`src/rtl/mem_port_arbiter_pkg.sv`:
```
// Shared definitions for the unified memory-port arbiter.
package mem_port_arbiter_pkg;

    localparam int unsigned DEF_ADDR_W = 32;
    localparam int unsigned DEF_DATA_W = 32;

    typedef enum logic [1:0] {
        IDLE  = 2'd0,
        GNT_D = 2'd1,
        GNT_I = 2'd2,
        RESP  = 2'd3
    } state_e;

endpackage

```
`src/rtl/mem_port_arbiter_starve_counter.sv`:
```
// Saturating up-counter with synchronous clear; counts data grants made while a fetch waits.
module mem_port_arbiter_starve_counter
    import mem_port_arbiter_pkg::*;
#(
    parameter int unsigned LIMIT = 4,
    parameter int unsigned W     = $clog2(LIMIT + 1)
) (
    input  logic         clk,
    input  logic         rst_n,
    input  logic         inc,
    input  logic         clr,
    output logic [W-1:0] count
);

    // Clear has priority; increment stops at LIMIT.
    always_ff @(posedge clk or negedge rst_n) begin
        if (!rst_n) begin
            count <= '0;
        end else if (clr) begin
            count <= '0;
        end else if (inc && (count != W'(LIMIT))) begin
            count <= count + W'(1);
        end
    end

endmodule

```
`src/rtl/mem_port_arbiter.sv`:
```
// Arbitrates one single-ported memory bus between instruction fetch and load/store.
// One outstanding transaction at a time: IDLE -> GNT_x -> RESP -> IDLE.
module mem_port_arbiter
    import mem_port_arbiter_pkg::*;
#(
    parameter int unsigned ADDR_W       = DEF_ADDR_W,
    parameter int unsigned DATA_W       = DEF_DATA_W,
    parameter int unsigned STARVE_LIMIT = 4
) (
    input  logic              clk,
    input  logic              rst_n,
    input  logic              ifetch_req,
    input  logic [ADDR_W-1:0] ifetch_addr,
    output logic [DATA_W-1:0] ifetch_rdata,
    output logic              ifetch_valid,
    output logic              stall_if,
    input  logic              dmem_read,
    input  logic              dmem_write,
    input  logic [ADDR_W-1:0] dmem_addr,
    input  logic [DATA_W-1:0] dmem_wdata,
    output logic [DATA_W-1:0] dmem_rdata,
    output logic              dmem_valid,
    output logic              stall_mem,
    output logic              bus_req,
    output logic              bus_we,
    output logic [ADDR_W-1:0] bus_addr,
    output logic [DATA_W-1:0] bus_wdata,
    input  logic              bus_ready,
    input  logic [DATA_W-1:0] bus_rdata
);

    localparam int unsigned CNT_W = $clog2(STARVE_LIMIT + 1);

    state_e            state;
    logic              dreq;
    logic              starved;
    logic              grant_d;
    logic              grant_i;
    logic              cnt_inc;
    logic              cnt_clr;
    logic [CNT_W-1:0]  starve_cnt;

    // Data normally wins; a waiting fetch wins once it has been passed over STARVE_LIMIT times.
    always_comb begin
        dreq    = dmem_read | dmem_write;
        starved = ifetch_req & (starve_cnt == CNT_W'(STARVE_LIMIT));
        grant_i = (state == IDLE) & ifetch_req & (~dreq | starved);
        grant_d = (state == IDLE) & dreq & ~starved;
        cnt_inc = grant_d & ifetch_req;
        cnt_clr = grant_i | (grant_d & ~ifetch_req);
    end

    mem_port_arbiter_starve_counter #(
        .LIMIT (STARVE_LIMIT),
        .W     (CNT_W)
    ) u_starve_counter (
        .clk   (clk),
        .rst_n (rst_n),
        .inc   (cnt_inc),
        .clr   (cnt_clr),
        .count (starve_cnt)
    );

    // Stalls release in the cycle the requester's valid is high.
    always_comb begin
        stall_if  = ifetch_req & ~ifetch_valid;
        stall_mem = dreq & ~dmem_valid;
    end

    // Transaction FSM with registered bus fields and response registers.
    always_ff @(posedge clk or negedge rst_n) begin
        if (!rst_n) begin
            state        <= IDLE;
            bus_req      <= 1'b0;
            bus_we       <= 1'b0;
            bus_addr     <= '0;
            bus_wdata    <= '0;
            ifetch_rdata <= '0;
            dmem_rdata   <= '0;
            ifetch_valid <= 1'b0;
            dmem_valid   <= 1'b0;
        end else begin
            case (state)
                IDLE: begin
                    if (grant_i) begin
                        state     <= GNT_I;
                        bus_req   <= 1'b1;
                        bus_we    <= 1'b0;
                        bus_addr  <= ifetch_addr;
                        bus_wdata <= '0;
                    end else if (grant_d) begin
                        // read&write together is illegal; it resolves as a write
                        state     <= GNT_D;
                        bus_req   <= 1'b1;
                        bus_we    <= dmem_write;
                        bus_addr  <= dmem_addr;
                        bus_wdata <= dmem_write ? dmem_wdata : '0;
                    end
                end
                GNT_D: begin
                    if (bus_ready) begin
                        state      <= RESP;
                        bus_req    <= 1'b0;
                        bus_we     <= 1'b0;
                        dmem_valid <= 1'b1;
                        if (!bus_we) begin
                            dmem_rdata <= bus_rdata;
                        end
                    end
                end
                GNT_I: begin
                    if (bus_ready) begin
                        state        <= RESP;
                        bus_req      <= 1'b0;
                        ifetch_valid <= 1'b1;
                        ifetch_rdata <= bus_rdata;
                    end
                end
                RESP: begin
                    state        <= IDLE;
                    ifetch_valid <= 1'b0;
                    dmem_valid   <= 1'b0;
                end
                default: begin
                    state <= IDLE;
                end
            endcase
        end
    end

endmodule

```
`config.mk`:
```
export PLATFORM = sky130hd
export DESIGN_NAME = mem_port_arbiter
export DESIGN_NICKNAME = d
export VERILOG_FILES = /design/src/rtl/mem_port_arbiter_pkg.sv /design/src/rtl/mem_port_arbiter_starve_counter.sv /design/src/rtl/mem_port_arbiter.sv
export SDC_FILE = /design/constraint.sdc
export NUM_CORES = 1
export LEC_CHECK = 0
export BUFFER_PORTS_ARGS = -buffer_cell sky130_fd_sc_hd__buf_2
export CORE_MARGIN = 5
export CORE_UTILIZATION = 30
export DETAILED_ROUTE_END_ITERATION = 8
export SLEW_MARGIN = 0
export SYNTH_ARGS = -nofsm -noshare
export SYNTH_HDL_FRONTEND = slang
export SYNTH_HIERARCHICAL = 1
export SYNTH_SLANG_ARGS = --single-unit
export TNS_END_PERCENT = 50
```
`constraint.sdc`:
```
create_clock -name clk -period 3.6 [get_ports clk]
set_input_delay 0.36 -clock clk [delete_from_list [all_inputs] [get_ports clk]]
set_output_delay 0.36 -clock clk [all_outputs]
set_load 0.05 [all_outputs]
```
# Word-level counts from Yosys, hierarchy flattened
# Index checks and enable logic that the tools add are counted.
[totals] reg_bits=137 latchBits=0 ram_bits=0 romBits=0 in_bits=134 out_inout_bits=134 wordCells=76 memories=0
[op_classes] addsub=1 mul=0 n_div=0 magnitude_cmp=0 n_eq_ne=9 shift=0 n_mux=21 bitwise=18 n_reduce_logical=17
[ops] op="$mux 32" n=5
[ops] op="$reduce_bool 2->1" n=6
[ops] op="$reduce_and 2->1" n=5
[ops] op="$and 1x1->1" n=9
[ops] op="$reduce_and 3->1" n=3
[ops] op="$pmux 1 s2" n=4
[ops] op="$mux 1" n=6
[ops] op="$mux 2" n=3
[ops] op="$mux 3" n=2
[ops] op="$ne 3x3->1 const B" n=2
[ops] op="$not 1->1" n=6
[ops] op="$pmux 2 s3" n=1
[ops] op="$eq 2x2->1 const B" n=2
[ops] op="$ne 2x2->1 const B" n=2
[ops] op="$add 3x1->3 const B" n=1
[ops] op="$eq 3x3->1 const B" n=1
[ops] op="$or 1x1->1" n=3
[ops] op="$eq 2x1->1 const B" n=1
[ops] op="$logic_not 2->1" n=1
[ops] op="$ne 2x1->1 const B" n=1
[ops] op="$reduce_or 2->1" n=1
[ops] op="$logic_and 1x1->1" n=1

# Depth between registers and ports, before layout
# Gate-level depths: netlist of the first run.
[logic_depth] depth_word=8 ltp_mapped=9 ltp_nobuf=6

# Modules after synthesis
# The synthesis of the first run kept the hierarchy.
[modules_own_cells] mod="mem_port_arbiter" n_inst=1 cells_each=437 area_per_inst_um2=5684.2 seq_area_each_um2=3353.2
[modules_own_cells] mod="mem_port_arbiter_starve_counter" n_inst=1 cells_each=17 area_per_inst_um2=193.9 seq_area_each_um2=75.1

# Worst setup path before layout of the first run
# No wires, ideal clock.
[synth_timing] path_kind="input port to flip-flop" startpoint="in ifetch_req" endpoint="reg u_starve_counter.count[0]" arrival_ps=1880 required_ps=3475 setup_slack_ps=1595 path_stages=9 n_path_buf=4 cell_sequence="buf_6 nor4bb_4 buf_6 or2_1 buf_6 buf_6 nor2_1 a21boi_4 mux2_4"
[synth_between] elab_chain_cells=6 word_cells_on_any_way=13 classes_between="mux: 1; bitwise: 10; reduce/logical: 2"
[synth_rtl] element="start, declared" line_no="mem_port_arbiter.sv:12" text="input logic ifetch_req,"
[synth_rtl] element="$and 1x1->1" line_no="mem_port_arbiter.sv:46" text="starved = ifetch_req & (starve_cnt == CNT_W'(STARVE_LIMIT));"
[synth_rtl] element="$not 1->1" line_no="mem_port_arbiter.sv:48" text="grant_d = (state == IDLE) & dreq & ~starved;"
[synth_rtl] element="$and 1x1->1" line_no="mem_port_arbiter.sv:48"
[synth_rtl] element="$and 1x1->1 *" line_no="mem_port_arbiter.sv:49" text="cnt_inc = grant_d & ifetch_req;"
[synth_rtl] element="via cnt_inc" line_no="mem_port_arbiter.sv:39" text="logic cnt_inc;"
[synth_rtl] element="$logic_and 1x1->1 *" line_no="mem_port_arbiter_starve_counter.sv:21" text="end else if (inc && (count != W'(LIMIT))) begin"
[synth_rtl] element="$reduce_bool 2->1 (no source line) *"
[synth_rtl] element="end signal, assigned" line_no="mem_port_arbiter_starve_counter.sv:22" text="count <= count + W'(1);"
[synth_rtl] element="end, declared" line_no="mem_port_arbiter_starve_counter.sv:12" text="output logic [W-1:0] count"
# The timed path passes the listed nets; every way through them passes the cells marked *.
# A chain may end at the register's enable or synchronous reset.

# Final worst setup path of the first run
[layout_timing] startpoint="reg state[0]" endpoint="reg bus_addr[30]"
[layout_between] elab_chain_cells=5 word_cells_on_any_way=8 classes_between="mux: 1; bitwise: 4; reduce/logical: 3"
[layout_rtl] element="start, declared" line_no="mem_port_arbiter.sv:34" text="state_e state;"
[layout_rtl] element="start signal, assigned" line_no="mem_port_arbiter.sv:73" text="state <= IDLE;"
[layout_rtl] element="start signal, assigned" line_no="mem_port_arbiter.sv:86" text="state <= GNT_I;"
[layout_rtl] element="start signal, assigned" line_no="mem_port_arbiter.sv:93" text="state <= GNT_D;"
[layout_rtl] element="$logic_not 2->1 *" line_no="mem_port_arbiter.sv:47, mem_port_arbiter.sv:48, mem_port_arbiter.sv:83"
[layout_rtl] element="$and 1x1->1 (on tied branches) (2 in series)" line_no="mem_port_arbiter.sv:48, mem_port_arbiter.sv:47"
[layout_rtl] element="$reduce_bool 2->1 (no source line)"
[layout_rtl] element="$reduce_and 2->1 (no source line)"
[layout_rtl] element="end signal, assigned" line_no="mem_port_arbiter.sv:89" text="bus_addr <= ifetch_addr;"
[layout_rtl] element="end signal, assigned" line_no="mem_port_arbiter.sv:96" text="bus_addr <= dmem_addr;"
[layout_rtl] element="end, declared" line_no="mem_port_arbiter.sv:26" text="output logic [ADDR_W-1:0] bus_addr,"
# Mark *: on every way between the ends. The rest lies on a longest branch, timed or not.

==> flow_summary.json, run 1 <==
{
  "outcome": "finished, final reports clean",
  "core_um2": 19400,
  "rsz0062_at_grt": "false",
  "syn_nets": 595,
  "clock-root-buffer": "clkbuf_16",
  "r2r_slack_ps": 1280,
  "cts.sinks": 137,
  "rr_startpoint": "state[0]",
  "p_int_mw": 4.97,
  "finalHoldViolations": 0,
  "fin_crit_sh_pct": 64.4,
  "ys_seq_area_share_pct": 58.3,
  "drt_iter0_drc": 168,
  "place.gp.congestion": 0.764,
  "grt_pass1_wl_um": 26100,
  "die_h_um": 150,
  "portBuffers": 267,
  "antenna_found_initial": 1,
  "fin_util_pct": 42.0,
  "area_growth_pct": 38.5,
  "fin_nets": 860,
  "critPathRequiredTime_ps": 3870,
  "fin_crit_ps": 2320,
  "routed_wl_um": 16700,
  "start_util_pct": 30.3,
  "cp_cell_sequence": "inv_1, ha_1, clkinv_1, buf_4, nor4_1, a211oi_2",
  "cts_resized": 0,
  "synth_mux_area_share_pct": 12.7,
  "synthAdderAreaFrac_pct": 1.49,
  "path_delay_family": "buffers and inverters",
  "synth_top_family_by_area": "compound AO/OA/AOI/OAI gates",
  "critPathCaptureType": "register",
  "drive_gt1_share_pct": 56.3,
  "track_usage_pct": 14.9,
  "htree_levels": 4,
  "clk_pin_slew_ps": 60,
  "crit_fanout": 21,
  "die_w_um": 150,
  "ys_warn_count": 6,
  "syn_avg_cell_area_um2": 12.9,
  "cts_hold_buf": 0,
  "yosys.area_share.simple_pct": 10.5,
  "dr.pass1.iters": 6,
  "setup_tns_ps": 0,
  "vias": 4704,
  "ys_types": 35,
  "total_leakage_power_nw": 3.87,
  "cts_buffers": 17,
  "start_kind": "register",
  "rows": 51,
  "cts_setup_buffers": 0,
  "maxSlewHeadroom_pct": 40.8,
  "max_freq_ghz": 0.431,
  "syn_inst": 454,
  "synth_xor_area_share_pct": 0,
  "ios": 268,
  "synth_compound_area_share_pct": 13.5,
  "hold_path.class": "primary input to asynchronous set/reset pin",
  "regToRegEndpoint": "bus_addr[30]",
  "slowest_delay_ps": 470,
  "worstSkewPairLatency_ps": 420,
  "grt_overflow_total": 0,
  "via_per_inst": 4.71,
  "worstPathArrival_ps": 2590,
  "grt_start_max_net_pins": 96,
  "grt_pass1_vias": 4859,
  "hpwlAfterDp_um": 12000,
  "power_switching_mw": 4.84,
  "path_class": "register to register",
  "worstMarginPinSlew_ps": 888,
  "setup_viol": 0,
  "finalMaxSlewViolations": 0,
  "share_seq_of_total_power_pct": 27.0,
  "switching_share_pct": 49.3,
  "holdWs_ps": 23.4,
  "fin_skew_ps": 7.22,
  "clockPowerShare_pct": 19.8,
  "reg2regPathDepth": 6,
  "ys_ff_latch": 137,
  "clk_path_buf_depth": 2,
  "powerDensity_nw_per_um2": 1200,
  "cts_tree": "built",
  "wl_per_cell_um": 16.8,
  "drc": 0,
  "peakVddDrop_uv": 465,
  "mappedNetlistArea_um2": 5880,
  "ant_nets": 0,
  "cap_violations": 0,
  "cpMaxStageDelayCell": "clkinv_1",
  "die_area_um2": 22500,
  "cp_num_buf_inv": 3,
  "comb_power_share_pct": 53.3
}
[per-stage QoR]
| stage | instances | setup WS (ps) | power (mW) | cell area (um^2) |
|---|---|---|---|---|
| floorplan | 454 | 1600 | 6.66 | 5880 |
| global placement | 965 | 1290 | 7.90 | 7490 |
| detailed placement | 965 | 1290 | 7.95 | 7490 |
| CTS | 997 | 1280 | 9.92 | 8140 |
| global route | 997 | 1010 | 10.3 | 8140 |
| finish | 998 | 1280 | 9.80 | 8140 |
[layer usage]
metal | up-vias | global-route usage (%) | share of wire (%)
met5 | - | 0 | 0.078
met4 | 2 | 7.23 | 3.3
met3 | 35 | 5.00 | 8.7
met2 | 194 | 24.3 | 48
met1 | 2279 | 17.6 | 40
li1 | 2194 | - | -
[placed cells by master, fill, tap and decap left out, types with 2 or more instances in the layout]
cell and count:
or2_2 3, o31ai_1 3, buf_4 11, clkbuf_16 17, inv_1 5, clkinv_2 2
mux2_2 64, nor3_1 3, a22o_1 33, nand2b_1 2, nand2_1 4, a211oi_2 29
ha_1 7, a21oi_1 4, inv_6 4, nor2b_1 5, o21ai_0 2, a211oi_1 3
nor2_1 69, bufinv_16 5, clkinvlp_4 3, nor4_1 32, dfrtp_1 137, buf_2 266
[cells in the mapped netlist]
| cell | instances | share of area (%) |
|---|---|---|
| a211oi_1 | 3 | 0.38 |
| a211oi_2 | 29 | 6.2 |
| a21boi_4 | 1 | 0.32 |
| a21oi_1 | 4 | 0.34 |
| a22o_1 | 33 | 4.9 |
| a22oi_1 | 1 | 0.13 |
| and4b_1 | 1 | 0.17 |
| buf_2 | 12 | 1.0 |
| buf_6 | 6 | 1.1 |
| clkbuf_1 | 15 | 0.96 |
| clkinv_1 | 1 | 0.064 |
| dfrtp_1 | 137 | 58 |
| ha_1 | 7 | 1.5 |
| inv_1 | 5 | 0.32 |
| mux2_2 | 64 | 12 |
| mux2_4 | 1 | 0.26 |
| mux2i_1 | 1 | 0.17 |
| nand2_1 | 4 | 0.26 |
| nand2b_1 | 2 | 0.21 |
| nand3b_1 | 1 | 0.13 |
| nor2_1 | 70 | 4.5 |
| nor2b_1 | 5 | 0.53 |
| nor3_1 | 3 | 0.26 |
| nor3_2 | 1 | 0.17 |
| nor4_1 | 32 | 3.4 |
| nor4b_1 | 1 | 0.15 |
| nor4bb_4 | 1 | 0.43 |
| o2111ai_1 | 1 | 0.15 |
| o21ai_0 | 2 | 0.17 |
| o22ai_1 | 1 | 0.11 |
| o31a_1 | 1 | 0.15 |
| o31ai_1 | 4 | 0.51 |
| o41ai_1 | 1 | 0.15 |
| or2_1 | 1 | 0.11 |
| or2_2 | 2 | 0.21 |
[state kept, by name (all words and copies together) (netlist names)]
name                    flops
dmem_rdata                 32
dmem_valid                  1
bus_req                     1
state                       2
bus_wdata                  32
bus_we                      1
ifetch_valid                1
u_starve_counter/count      3
bus_addr                   32
ifetch_rdata               32
[layout make-up]
type	instances	area, um^2
sequential	137	3430
fill	1924	11300
multi-input combinational	278	2270
clock buffer	18	429
inverter	6	22.5
antenna	1	2.50
clock inverter	14	218
tap	265	332
timing repair buffer	279	1450
[worst max path at each step]
stage,start,to,slack (ps),cells past startpoint
2_1_floorplan,ifetch_req,u_starve_counter/count[0],1600,9
5_1_grt,state[1],bus_addr[30],1010,6
3_3_place_gp,state[0],bus_addr[24],1290,6
4_1_cts,state[0],bus_addr[24],1280,6
6_report,state[0],bus_addr[30],1280,6
3_5_place_dp,state[0],bus_addr[26],1290,6
[power by group through the flow]
stage	registers [mW]	clock network, mW	logic (mW)
after CTS	2.65	1.99	5.28
after floorplan	5.12	0	1.54
final	2.64	1.94	5.22
after detailed placement	2.66	0	5.28
after global routing	2.74	2.05	5.52
after global placement	2.66	0	5.24
[logic make-up after synthesis]
logic type / after synthesis
flip-flops: 137
AND/OR/NAND/NOR: 124
AO/OA/AOI/OAI: 81
multiplexers: 66
buffers and inverters: 39
adder cells (fa/ha/maj): 7
No activity file was read; power rests on OpenSTA's default activity.
==> run 2, diff against run 1 <==
ABC_AREA = 1   (was not set)
clock period = 2.3 ns   (was 3.6 ns; I/O delays follow)
==> run 2 against run 1 <==
Net effect: first-iteration DRC count up 85%; synthesized cell count up 57%; wire length up 6.2%; clock skew up 2.0 ps; largest power group unchanged; hold slack better by 44 ps; maximum frequency up 28%; via count up 17%; critical endpoint is now state[0]; flip-flop and latch count unchanged; sequential share of layout area down 1.0 points; core utilization down 0.71 points; clock power up 40%; sequential power up 53%.
==> flow_summary.json, run 2 <==
{
  "critPathRequiredTime_ps": 2590,
  "cap_violations": 0,
  "comb_power_share_pct": 52.7,
  "cp_num_buf_inv": 3,
  "syn_nets": 854,
  "crit_path_frequent_cell": "nand2_1",
  "peakVddDrop_uv": 595,
  "grt_pass1_vias": 5548,
  "clock-root-buffer": "clkbuf_16",
  "seqCellArea_um2": 3430,
  "total_leakage_power_nw": 4.80,
  "htree_levels": 4,
  "maxSlewHeadroom_pct": 66.6,
  "dr.pass1.iters": 4,
  "ant_nets": 0,
  "die_h_um": 153,
  "holdWs_ps": 67.5,
  "track_usage_pct": 15.1,
  "routed_wl_um": 17800,
  "core_um2": 20200,
  "start_kind": "register",
  "synth_common_cells": "nand2_1, dfrtp_1, inv_1",
  "final_common_cell": "buf_2",
  "ys_top_cells_by_area": "dfrtp_1, nand2_1, inv_1",
  "mappedNetlistArea_um2": 6150,
  "syn_inst": 713,
  "drt_iter0_drc": 311,
  "fin_crit_ps": 1820,
  "max_freq_ghz": 0.550,
  "fin_util_pct": 41.3,
  "setup_slack_ps": 483,
  "powerDensity_nw_per_um2": 1710,
  "drc": 0,
  "portBuffers": 267,
  "synth.most_common_cell": "nand2_1",
  "start_util_pct": 30.4,
  "synth_edf_count": 0,
  "multiInputGateArea_um2": 2140,
  "ys_warn_count": 6,
  "via_per_inst": 4.42,
  "drive_gt1_share_pct": 32.8,
  "placed_cells": 1216,
  "clk_pin_slew_ps": 60,
  "slowest_delay_ps": 410,
  "ios": 268,
  "worstMarginPinSlew_ps": 496,
  "ys_ff_latch": 137,
  "die_area_um2": 23500,
  "grt_start_max_net_pins": 82,
  "hpwlAfterDp_um": 12700,
  "place.gp.congestion": 0.807,
  "clockPowerShare_pct": 19.0,
  "share_seq_of_total_power_pct": 28.4,
  "worstPathArrival_ps": 2110,
  "path_class": "register to register",
  "place_area_um2": 7750,
  "cts_setup_buffers": 0,
  "cts_tree": "built",
  "fin_crit_sh_pct": 79.0,
  "cpMaxStageDelayCell": "dfrtp_1",
  "finalMaxSlewViolations": 0,
  "final_cell_mix": "buf_2, nand2_1, dfrtp_1",
  "path_delay_family": "simple AND/OR/NAND/NOR gates",
  "cts_buffers": 17,
  "finalHoldViolations": 0,
  "area_growth_pct": 35.8,
  "switching_share_pct": 52.0,
  "power_switching_mw": 7.41,
  "ys_seq_area_share_pct": 55.8,
  "fin_area_um2": 8350,
  "pre_cts_ws_ps": 469,
  "p_int_mw": 6.85,
  "setup_tns_ps": 0,
  "setup_viol": 0,
  "fillers": 2090,
  "instances_no_fill": 1248,
  "syn_avg_cell_area_um2": 8.62,
  "rows": 52,
  "outcome": "finished, final reports clean",
  "ys_types": 26,
  "cp_cell_sequence": "inv_1, ha_1, nand2_1, inv_2, nand2_2, buf_12, nand2_1, nand2_1, nand2_1, nand2_1",
  "critPathCaptureType": "register",
  "ys.flop_type": "dfrtp_1",
  "netlist.area_leader.share_pct": 55.8,
  "vias": 5516,
  "synth_top_cell_by_area": "dfrtp_1",
  "wl_per_cell_um": 14.3,
  "clk_path_buf_depth": 2,
  "p_total_mw": 14.3,
  "grt_overflow_total": 0,
  "cts_resized": 0,
  "antenna_found_initial": 1,
  "fin_nets": 1107,
  "hold_path.class": "primary input to register",
  "worstSkewPairLatency_ps": 410,
  "crit_fanout": 27,
  "rsz0062_at_grt": "false",
  "fin_skew_ps": 9.25,
  "die_w_um": 153,
  "cts.sinks": 137,
  "grt_pass1_wl_um": 28800,
  "async_reset_ff_share_pct": 100
}
## run 2: cell count changes in the layout (fill, tap and decap cells not counted), sizes merged, moves of 4 or more
cell	before	now
nand2	4	251
inv	9	88
o21ai	2	68
mux2	65	0
nor2	70	8
nand3	0	37
nand4	0	35
a22o	33	0
a211oi	32	0
nor4	32	0
nand3b	1	32
nor2b	5	0
nor3	4	0
o31ai	4	0
## run 2: timing repair
| item | 4_1_cts | 5_1_grt |
|---|---|---|
| hold buffers | 1 | 0 |
| endpoints found under the hold margin | 137 | 0 |
| endpoints found under the setup margin | 0 | 0 |
## run 2: worst paths after layout
| kind | from | slack, ps | end | depth (start not counted) |
|---|---|---|---|---|
| worst max-delay path | state[0] | 480 | state[0] | 10 |
| worst min-delay path | dmem_wdata[28] | 70 | bus_wdata[28] | 3 |
| worst max register to register | state[0] | 480 | state[0] | 10 |
| worst min register to register | bus_addr[23] | 470 | bus_addr[23] | 2 |
| max in group asynchronous | rst_n | 1470 | u_starve_counter/count[1] | 3 |
| min in group asynchronous | rst_n | 180 | dmem_rdata[8] | 2 |
## run 2: area by class of cell
type	count	share of cell area, %
flip-flops and latches	137	41.1
multi-input cells	446	25.7
repair buffers	279	18.4
clock buffers	21	5.63
well taps	270	4.05
inverters	85	3.82
clock inverters	9	1.36
diodes	1	0.0300
## run 2: cell families after synthesis
group                    share of synthesized area, %
AND/OR/NAND/NOR                                  27.0
flip-flops                                       55.8
buffers and inverters                            9.55
AO/OA/AOI/OAI                                    6.13
adder cells (fa/ha/maj)                          1.42
multiplexers                                    0.163
## run 2: worst register-to-register path: cells and delay by family, from the launching register on
family	cells	cell delay, ps
adder cells (fa/ha/maj)	1	250
buffers and inverters	3	460
flip-flops	1	410
AND/OR/NAND/NOR	6	590
## run 2: metal layers
metal	track usage (%)	up-vias	routed length (um)
met3	4.16	19	1040
met4	5.35	0	344
met2	24.3	176	8450
li1	-	2756	-
met1	19.5	2565	7960
met5	0	-	0
## run 2: power groups by stage
stage               logic (mW)  clock network [mW]  registers (mW)
floorplan                 2.14                   0            7.56
global placement          7.51                   0            4.07
detailed placement        7.61                   0            4.06
CTS                       7.60                2.80            4.05
global route              8.05                2.91            4.18
finish                    7.51                2.71            4.04
